## src/rtl/lcdg_pkg.sv

```systemverilog
// Shared types and constants for the KS0108-type graphic LCD bus writer.
package lcdg_pkg;

    typedef enum logic [2:0] {
        ST_RST_HOLD = 3'd0,
        ST_BOOT     = 3'd1,
        ST_IDLE     = 3'd2,
        ST_SETUP    = 3'd3,
        ST_EN_HI    = 3'd4,
        ST_EN_LO    = 3'd5,
        ST_GAP      = 3'd6
    } lcdg_state_e;

    localparam int unsigned STATUS_BUSY_BIT  = 7;
    localparam int unsigned STATUS_RESET_BIT = 4;

    localparam logic [1:0] CS_NONE  = 2'b00;
    localparam logic [1:0] CS_LEFT  = 2'b01;
    localparam logic [1:0] CS_RIGHT = 2'b10;
    localparam logic [1:0] CS_BOTH  = 2'b11;

    function automatic int unsigned max_u(input int unsigned a, input int unsigned b);
        return (a > b) ? a : b;
    endfunction

    // Bits needed to hold (v-1); never less than one.
    function automatic int unsigned cnt_width(input int unsigned v);
        return (v < 2) ? 1 : $clog2(v);
    endfunction

endpackage

```

## src/rtl/lcdg_timer.sv

```systemverilog
// Loadable down-counter with a zero flag; times every state of the bus writer.
module lcdg_timer #(
    parameter int unsigned    W       = 8,
    parameter logic [W-1:0]   RST_VAL = '0
) (
    input  logic         clk,
    input  logic         rstn,
    input  logic         i_load,
    input  logic [W-1:0] i_load_val,
    output logic         o_zero_c
);

    logic [W-1:0] r_cnt;

    always_ff @(posedge clk or negedge rstn) begin
        if (!rstn) begin
            r_cnt <= RST_VAL;
        end else if (i_load) begin
            r_cnt <= i_load_val;
        end else if (r_cnt != '0) begin
            r_cnt <= r_cnt - W'(1);
        end
    end

    assign o_zero_c = (r_cnt == '0);

endmodule

```

## src/rtl/lcdg_bus_writer.sv

```systemverilog
// Automatic write master for the dual-controller 128x64 KS0108-type LCD bus.
// Optional busy-flag polling after each write: define LCDG_BUSY_POLL_EN.
module lcdg_bus_writer
    import lcdg_pkg::*;
#(
    parameter int unsigned T_RST    = 50000,
    parameter int unsigned T_BOOT   = 500000,
    parameter int unsigned T_SETUP  = 4,
    parameter int unsigned T_EN_HI  = 25,
    parameter int unsigned T_EN_LO  = 25,
    parameter int unsigned T_GAP    = 250,
    parameter int unsigned POLL_MAX = 1023
) (
    input  logic       clk,
    input  logic       rstn,
    input  logic       req_valid,
    output logic       req_ready,
    input  logic       req_di,
    input  logic [1:0] req_cs,
    input  logic [7:0] req_data,
    output logic       init_done,
    output logic       poll_timeout,
    output logic [7:0] db_o,
    output logic       db_oe,
    input  logic [7:0] db_i,
    output logic       dori_o,
    output logic       rw_o,
    output logic       en_o,
    output logic       cs1_o,
    output logic       cs2_o,
    output logic       rst_o
);

    localparam int unsigned T_MAX = max_u(max_u(max_u(T_RST, T_BOOT), max_u(T_SETUP, T_EN_HI)),
                                          max_u(T_EN_LO, T_GAP));
    localparam int unsigned CW    = cnt_width(T_MAX);

    lcdg_state_e r_state, w_state_nxt;

    logic          w_zero_c;
    logic          w_load;
    logic [CW-1:0] w_load_val;

    logic       r_req_ready, r_init_done, r_poll_timeout, r_db_oe, r_dori, r_rw, r_en;
    logic       r_cs1, r_cs2, r_rst;
    logic [7:0] r_db_o;

    logic       w_req_ready_nxt, w_init_done_nxt, w_timeout_nxt, w_db_oe_nxt, w_dori_nxt;
    logic       w_rw_nxt, w_en_nxt, w_cs1_nxt, w_cs2_nxt, w_rst_nxt;
    logic [7:0] w_db_nxt;

    logic w_unused;

`ifdef LCDG_BUSY_POLL_EN
    localparam int unsigned PW = cnt_width(POLL_MAX + 1);

    logic          r_polling, w_polling_nxt;
    logic          r_busy, w_busy_nxt;
    logic [PW-1:0] r_poll_cnt, w_poll_cnt_nxt;

    assign w_unused = ^{db_i[6:0]};
`else
    assign w_unused = ^{db_i, 32'(POLL_MAX)};
`endif

    // Counter reload value for a state being entered: duration minus one.
    function automatic logic [CW-1:0] load_for(input lcdg_state_e s);
        logic [CW-1:0] v;
        case (s)
            ST_RST_HOLD: v = CW'(T_RST - 1);
            ST_BOOT:     v = CW'(T_BOOT - 1);
            ST_SETUP:    v = CW'(T_SETUP - 1);
            ST_EN_HI:    v = CW'(T_EN_HI - 1);
            ST_EN_LO:    v = CW'(T_EN_LO - 1);
            ST_GAP:      v = CW'(T_GAP - 1);
            default:     v = '0;
        endcase
        return v;
    endfunction

    lcdg_timer #(
        .W       (CW),
        .RST_VAL (CW'(T_RST - 1))
    ) u_timer (
        .clk        (clk),
        .rstn       (rstn),
        .i_load     (w_load),
        .i_load_val (w_load_val),
        .o_zero_c   (w_zero_c)
    );

    always_ff @(posedge clk or negedge rstn) begin
        if (!rstn) begin
            r_state        <= ST_RST_HOLD;
            r_req_ready    <= 1'b0;
            r_init_done    <= 1'b0;
            r_poll_timeout <= 1'b0;
            r_db_o         <= 8'h00;
            r_db_oe        <= 1'b0;
            r_dori         <= 1'b0;
            r_rw           <= 1'b0;
            r_en           <= 1'b0;
            r_cs1          <= 1'b0;
            r_cs2          <= 1'b0;
            r_rst          <= 1'b0;
`ifdef LCDG_BUSY_POLL_EN
            r_polling      <= 1'b0;
            r_busy         <= 1'b0;
            r_poll_cnt     <= '0;
`endif
        end else begin
            r_state        <= w_state_nxt;
            r_req_ready    <= w_req_ready_nxt;
            r_init_done    <= w_init_done_nxt;
            r_poll_timeout <= w_timeout_nxt;
            r_db_o         <= w_db_nxt;
            r_db_oe        <= w_db_oe_nxt;
            r_dori         <= w_dori_nxt;
            r_rw           <= w_rw_nxt;
            r_en           <= w_en_nxt;
            r_cs1          <= w_cs1_nxt;
            r_cs2          <= w_cs2_nxt;
            r_rst          <= w_rst_nxt;
`ifdef LCDG_BUSY_POLL_EN
            r_polling      <= w_polling_nxt;
            r_busy         <= w_busy_nxt;
            r_poll_cnt     <= w_poll_cnt_nxt;
`endif
        end
    end

    always_comb begin
        w_state_nxt   = r_state;
        w_db_nxt      = r_db_o;
        w_db_oe_nxt   = r_db_oe;
        w_dori_nxt    = r_dori;
        w_rw_nxt      = r_rw;
        w_cs1_nxt     = r_cs1;
        w_cs2_nxt     = r_cs2;
        w_timeout_nxt = 1'b0;
`ifdef LCDG_BUSY_POLL_EN
        w_polling_nxt  = r_polling;
        w_busy_nxt     = r_busy;
        w_poll_cnt_nxt = r_poll_cnt;
`endif

        case (r_state)
            ST_RST_HOLD: if (w_zero_c) w_state_nxt = ST_BOOT;
            ST_BOOT:     if (w_zero_c) w_state_nxt = ST_IDLE;
            ST_IDLE: begin
                if (req_valid && r_req_ready) begin
                    w_state_nxt = ST_SETUP;
                    w_db_nxt    = req_data;
                    w_db_oe_nxt = 1'b1;
                    w_dori_nxt  = req_di;
                    w_rw_nxt    = 1'b0;
                    w_cs1_nxt   = req_cs[0];
                    w_cs2_nxt   = req_cs[1];
`ifdef LCDG_BUSY_POLL_EN
                    w_polling_nxt = 1'b0;
`endif
                end
            end
            ST_SETUP: begin
                if (w_zero_c) begin
                    w_state_nxt = ST_EN_HI;
`ifdef LCDG_BUSY_POLL_EN
                    if (r_polling) w_poll_cnt_nxt = r_poll_cnt + PW'(1);
`endif
                end
            end
            ST_EN_HI: begin
                if (w_zero_c) begin
                    w_state_nxt = ST_EN_LO;
`ifdef LCDG_BUSY_POLL_EN
                    if (r_polling) w_busy_nxt = db_i[STATUS_BUSY_BIT];
`endif
                end
            end
            ST_EN_LO: begin
                if (w_zero_c) begin
`ifdef LCDG_BUSY_POLL_EN
                    if (!r_polling) begin
                        // Write done: turn the bus around for status reads of one chip.
                        if (r_cs1 || r_cs2) begin
                            w_state_nxt    = ST_SETUP;
                            w_rw_nxt       = 1'b1;
                            w_dori_nxt     = 1'b0;
                            w_db_oe_nxt    = 1'b0;
                            w_cs1_nxt      = r_cs1;
                            w_cs2_nxt      = !r_cs1;
                            w_polling_nxt  = 1'b1;
                            w_poll_cnt_nxt = '0;
                        end else begin
                            w_state_nxt = ST_IDLE;
                            w_db_oe_nxt = 1'b0;
                        end
                    end else if (r_busy && (r_poll_cnt < PW'(POLL_MAX))) begin
                        w_state_nxt = ST_SETUP;
                    end else begin
                        w_state_nxt   = ST_IDLE;
                        w_timeout_nxt = r_busy;
                        w_cs1_nxt     = 1'b0;
                        w_cs2_nxt     = 1'b0;
                        w_rw_nxt      = 1'b0;
                        w_polling_nxt = 1'b0;
                    end
`else
                    w_state_nxt = ST_GAP;
                    w_cs1_nxt   = 1'b0;
                    w_cs2_nxt   = 1'b0;
                    w_db_oe_nxt = 1'b0;
`endif
                end
            end
            ST_GAP:  if (w_zero_c) w_state_nxt = ST_IDLE;
            default: w_state_nxt = ST_RST_HOLD;
        endcase

        w_load          = (w_state_nxt != r_state);
        w_load_val      = load_for(w_state_nxt);
        w_rst_nxt       = (w_state_nxt != ST_RST_HOLD);
        w_init_done_nxt = r_init_done || (w_state_nxt == ST_IDLE);
        w_req_ready_nxt = (w_state_nxt == ST_IDLE);
        w_en_nxt        = (w_state_nxt == ST_EN_HI);
    end

    assign req_ready    = r_req_ready;
    assign init_done    = r_init_done;
    assign poll_timeout = r_poll_timeout;
    assign db_o         = r_db_o;
    assign db_oe        = r_db_oe;
    assign dori_o       = r_dori;
    assign rw_o         = r_rw;
    assign en_o         = r_en;
    assign cs1_o        = r_cs1;
    assign cs2_o        = r_cs2;
    assign rst_o        = r_rst;

endmodule

```

## config.mk

```make
export PLATFORM = sky130hd
export DESIGN_NAME = lcdg_bus_writer
export DESIGN_NICKNAME = d
export VERILOG_FILES = /design/src/rtl/lcdg_pkg.sv /design/src/rtl/lcdg_timer.sv /design/src/rtl/lcdg_bus_writer.sv
export SDC_FILE = /design/constraint.sdc
export NUM_CORES = 1
export LEC_CHECK = 0
export CORE_ASPECT_RATIO = 2
export CORE_UTILIZATION = 35
export DETAILED_ROUTE_END_ITERATION = 10
export PLACE_DENSITY = 0.7
export SETUP_SLACK_MARGIN = 0.1
export SYNTH_ARGS = -nofsm -noshare
export SYNTH_HDL_FRONTEND = slang
export SYNTH_SLANG_ARGS = --single-unit
```

## constraint.sdc

```tcl
create_clock -name clk -period 3.6 [get_ports clk]
set_input_delay 0.36 -clock clk [delete_from_list [all_inputs] [get_ports clk]]
set_output_delay 0.36 -clock clk [all_outputs]
set_load 0.1 [all_outputs]
```

==> results by group <==
Global route
  • Number of global-route vias before repair: 1766
  • Pin count of the biggest net entering global routing: 39
  • Initial antenna violation count: 0
  • GRT Util Overall: 18.38%
  • First-pass GRT wire length: 8335 um
  • GRT overflow: 0

Detailed routing
  • Routed vias: 1660
  • Initial DRC Count: 42
  • Antenna viol nets, final: 0
  • First-pass DRT Iterations: 6
  • WL per Instance: 16.44 um
  • Total Wirelength: 4980 um
  • Via density per instance: between 5 and 6
  • Post-route DRC: 0

Synthesis
  • Synth area leaders: dfrtp_1 (37%), dfstp_2 (12%), nand2_1 (8.5%)
  • Yosys cell types: 48
  • Post-synth top area share: between 30% and 40%
  • Sequential area share after synthesis: 48.46%
  • Synth Register Bits: 38
  • EDFF count, synth: 0
  • Post-Syn Instances: 214
  • Ys Warns: 0
  • Synth area leader: dfrtp_1
  • Avg Cell Area, Syn: 9.279 um2
  • Most common flop cell mapped by yosys: dfrtp_1
  • Synth Cell Area: 1986 um2
  • Asr flop ratio synth: 100.0%

Cells and area
  • Fin nets: 265
  • Fin area: ~2400 um2
  • ANT cells: 0
  • Final Util: 44.48%
  • Ratio of cells with drive above 1 in the final layout: 11.93%
  • Synth-to-Final Area Change: 21.42%

STA
  • Period Utilization, post-route: a little over two thirds
  • Setup repair after global routing missed its margin: no
  • Final Worst Setup Slack: 1054 ps
  • Min Tclk post-route: 2546 ps
  • Slew @ Worst Pin: approximately 1000 ps
  • Setup TNS: 0 ps
  • Fmax: 0.3927 GHz
  • Final Hold Vio Count: 0
  • Clock Skews: between 2 and 3 ps
  • Final Max Tran Viols: 0
  • Relative slew slack: 32.81%
  • Setup-failing EPs final: 0

Worst setup path
  • CP Data Arrival Time: roughly 2700 ps
  • Maximum fanout along the worst path: 9
  • Startpoint types: flip-flop
  • Crit Path Class: reg2reg
  • Worst reg2reg path depth: 7
  • Worst setup EP type: flip-flop
  • CP Data Required Time: about 3800 ps

Die
  • Die H: 108.5 um
  • Core Area: 5420 um2
  • Die footprint: 5997 um2
  • Io pins: 40
  • Row count: 38
  • Starting Density: ~37%
  • Die Wd: 55.26 um

Flow run
  • Max-Cap Viols: 0

Hold path
  • Hold WC Path Type: in2async

Power and ir drop
  • Power per cell area: 331.8 nW/um2
  • Net Sw Frac: 20.98%
  • Switching power total: approximately 170 uW
  • Static Leak: 0.0009966 uW
  • Sequential power share: 53.4%
  • Power share of the combinational group: 3.8%
  • VDD IR max: 0.3151 mV
  • Clock share of power: between 40% and 50%
  • P_int: 632.3 uW

Clock network
  • Post-CTS Hold Fix Bufs: 0
  • CTS root buf: clkbuf_8
  • Clock Sinks: 38
  • Clock Latency Late Sink: 300 ps
  • Buffers from clock root to sink, at most: 2
  • H-Tree Depth: 2
  • Post-cts gate resize count: 0
  • Clk pin slew, worst setup/hold paths: around 70 ps
  • CTS tree: yes
  • Total CTS buffers: 5
  • Post-CTS Setup Bufs: 0

Placement
  • Gpl congestion: 0.8637
  • DP HPWL: 3725 um
  • Post-DP Area: around 2300 um2
  • Pre-CTS WS: between 1000 and 1500 ps
  • Port Buffers: 29

Status
  • Outcome: finished, final reports clean
[stage by stage]
step	hold slack, ps	power (uW)	instances
2_1_floorplan	64.41	446.0	215
3_3_place_gp	451.3	466.2	295
3_5_place_dp	459.3	466.4	295
4_1_cts	183.2	810.0	303
5_1_grt	227.2	827.8	303
6_report	158.8	800.1	303
[cell type report]
| type | count | area, um2 |
|---|---|---|
| clock buffers | 8 | 110.1 |
| fillers | 563 | 3009 |
| inverters | 3 | 11.26 |
| multi-input cells | 165 | 967.2 |
| flip-flops and latches | 38 | 962.2 |
| well taps | 60 | 75.07 |
| repair buffers | 29 | 285.3 |
[power groups by stage]
stage | registers [uW] | clock network, uW | logic (uW)
after floorplan | 435 | 0 | 10.8
after global placement | 435 | 0 | 31.2
after detailed placement | 435 | 0 | 31.3
after CTS | 427 | 352 | 31.3
after global routing | 427 | 367 | 33.5
final | 427 | 342 | 30.8
[critical path, stage by stage, from the launching register on]
cell     delay (ps)
dfstp_2         400
inv_1            60
ha_1            170
nor3b_1         550
nand3_2         370
nor3_4          490
o21ai_0         140
a22o_1          260
[flip-flops by register name, summed over array words and instances, names as in the netlist]
| signal | flops |
|---|---|
| dori_o | 1 |
| init_done | 1 |
| db_oe | 1 |
| cs1_o | 1 |
| u_timer.r_cnt | 19 |
| r_state | 3 |
| req_ready | 1 |
| en_o | 1 |
| db_o | 8 |
| rst_o | 1 |
| cs2_o | 1 |
[layer usage]
layer	vias to the layer above	part of all wire, %	GRT usage, %	routed length (um)
met1	788	35	17.45	1754
li1	803	-	-	-
met2	49	56	34.34	2785
met4	0	5.7	13.75	286
met3	20	3.1	3.230	154
met5	-	0	0	0
[cell families (layout without fill, tap and decap cells)]
kind of cell,Yosys count,after routing,synth area share (%)
buffers and inverters,12,40,3.024
and+or+nand+nor,101,101,25.65
muxes,1,1,0.5041
xor gates and xnor gates,14,14,6.175
adders and majority gates,1,1,0.6300
AOI/OAI and AO/OA,46,46,15.38
other,1,2,0.1889
DFF,38,38,48.46
[cell usage in the layout, fill, tap and decap left out, types with 8 or more instances in the layout]
master,n
o21ai_0,13
clkdlybuf4s50_1,28
nand2_1,45
clkbuf_8,8
nor2_1,15
a21oi_1,10
xnor2_1,11
dfstp_2,9
dfrtp_1,29
nor3_1,11
[worst paths after layout]
kind                                   end             start  slack, ps
worst max-delay path            r_state[1]  u_timer.r_cnt[0]       1050
worst min-delay path             init_done              rstn        160
worst max register to register  r_state[1]  u_timer.r_cnt[0]       1050
worst min register to register   init_done         init_done        470
max in group asynchronous          db_o[4]              rstn       2890
min in group clk                 init_done         init_done        470
[cell usage after synthesis (3+ instances only)]
cell type  number
nor2_1         15
dfrtp_1        29
a21oi_1        10
nand3_1         4
xnor2_1        11
inv_1           3
a21o_1          3
nand2_1        45
nand2b_1        3
and3_1          4
o21ai_0        13
clkbuf_1        6
dfstp_2         9
xor2_1          3
nor4_1          3
o211ai_1        4
nor3_1         11
a211oi_1        4
Note: power is estimated with default switching activity, not from simulation.
==> RTL change (same settings) <==
`T_BOOT`: 500000 -> 250000.
--- a/src/rtl/lcdg_bus_writer.sv
+++ b/src/rtl/lcdg_bus_writer.sv
@@ -6,3 +6,3 @@
     parameter int unsigned T_RST    = 50000,
-    parameter int unsigned T_BOOT   = 500000,
+    parameter int unsigned T_BOOT   = 250000,
     parameter int unsigned T_SETUP  = 4,
Function: same outputs for any inputs over 10 cycles, from zero or initial values and one cycle with rstn low; that may be too few to reach the edited logic, so the function may still have changed.
==> RTL change against the original RTL <==
Critical path depth unchanged; worst setup slack worse by 0.18 ns; non-clock buffer count grew 2; routed wire length is 7.1% higher; die area increased by 5.9%; first-iteration DRC count stayed put; synthesized area increased by 6.0%; sequential cell count shrank 1; final area increased by 5.6%; power increased by 7.6%; final cell count increased by 0.99%; critical endpoint is now u_timer.r_cnt[10]$_DFFE_PN0P_.
==> RTL change: results (changes against the original RTL) <==
outcome complete, no violations; r2r endpoint u_timer.r_cnt[10]$_DFFE_PN0P_; Top reg by flops u_timer.r_cnt; CP Launch Point u_timer.r_cnt[0]$_DFFE_PN1P_; leakage 0.00110 µW (+9.9%); Num CTS Buffers 5 (unchanged); Post-synth ARST share 100% (unchanged); max layer used met4; Clk Latency, worst-skew pair 0.28 ns (-0.02 ns); path depth of the worst reg2reg path 7 (unchanged); met2 WL post-DR 3050 µm (+9.4%); first-pass GRT wire length 8900 µm (+6.8%); Post-synth top cells 28 x dfrtp_1, 20 x nand2_1, 19 x nor2_1, 19 x o21ai_0, 10 x a21oi_1; vias per cell 5.87 (+7.2%); GPL Wtd Cong 0.843 (-2.4%); Filler Cells Inserted 576 (+2.3%); drt pass-1 iters 4 (-2); Clock Path Buffers 2 (unchanged); post-synthesis adder-cell area fraction 0.594% (-0.036 points); gr usage total 18.4% (-0.032 points); Final min period 2.73 ns (+0.182 ns); Compound-Gate Fraction of Synth Area 20.9% (+5.5 points); max reg flops 18 (-1); initial DRC count 42 (unchanged); min-delay worst type input pin to asynchronous set/reset pin; CTS clk-pin slew, worst paths 0.05 ns (-0.02 ns); critical path peak fanout 13 (+4); Port Buffers 29 (unchanged); most area-consuming cells after synthesis dfrtp_1 33%, dfstp_2 11%, mux2_2 4.8%; XOR/XNOR Fraction of Synth Area 4.16% (-2.0 points); met3 WL 165 µm (+7.1%); clock skew 0.00384 ns (+0.000915 ns); Worst Max-Slew Pin Slew 1.00 ns (-0.00190 ns); final wirelength 5330 µm (+7.1%); peak supply drop 0.000369 V (+17%); Crit Path Class register to register; post-synthesis sequential area ratio 44.5% (-4.0 points); Setup WS pre-CTS 0.952 ns (-0.0915 ns); Nets 267 (+0.75%); crit path DAT 2.88 ns (+0.15 ns); PostCTS Resize Cnt 0 (unchanged); layout cells sized above 1 14.7% (+2.8 points); top_reg_cell synth dfrtp_1; post-DP HPWL 3840 µm (+3.1%); n_diodes 0 (unchanged); H-tree depth 2 (unchanged); synth unique cells 56 (+17%); vias in the first global route 1,810 (+2.5%); Warnings, synthesis 0 (unchanged); largest net degree at the start of global routing 38 (-2.6%); root buf cell clkbuf_16; multiplexer share of the synthesized area 4.81% (+4.3 points); Post-Route M1 WL 1920 µm (+9.5%); initial antenna violation count 0 (unchanged); post-CTS setup buffers 0 (unchanged); flop-to-flop setup slack 0.87 ns (-0.18 ns)
==> RTL change: power breakdown <==
group	internal, µW	switching, µW
registers	417	0
clock network	257	157
logic	11.7	18.7
total	686	176
==> RTL change: layout make-up <==
class	count	share of cell area, %
clock buffer	8	5.36
inverter	9	1.33
multi-input combinational	160	41.7
sequential	37	36.8
tap	61	3.00
timing repair buffer	31	11.8
==> RTL change: worst max-delay path: stages (launching register included) <==
cell and delay, ns:
dfstp_2 0.37, inv_1 0.08, ha_1 0.24, or4b_1 0.63
nor3_4 0.28, nand2_1 0.36, a32oi_1 0.52, nor2_1 0.11
==> RTL change: worst min-delay path by stage <==
stage | from | end | slack, ns | cells after the start
6_report | rstn | rst_o$_DFF_PN0_ | 0.18 | 1
5_1_grt | rstn | rst_o$_DFF_PN0_ | 0.25 | 1
4_1_cts | rstn | rst_o$_DFF_PN0_ | 0.20 | 1
3_5_place_dp | rstn | rst_o$_DFF_PN0_ | 0.50 | 1
3_3_place_gp | init_done$_DFF_PN0_ | init_done$_DFF_PN0_ | 0.49 | 2
2_1_floorplan | rstn | cs1_o$_DFFE_PN0P_ | 0.06 | 0
==> RTL change: layer usage <==
metal / GRT usage, % / up-vias
met5: 0 / -
li1: - / 851
met3: 4.07 / 15
met1: 19.2 / 883
met4: 10.2 / 0
met2: 32.9 / 48
==> RTL change: through the flow <==
stage               cell area, µm²  power (µW)  std cells  utilization, %
floorplan                     2110         435        219               -
detailed placement            2410         454        298            41.9
CTS                           2550         874        306            44.2
finish                        2550         861        306            44.2
global route                  2550         893        306            44.2
global placement              2410         454        298            41.9
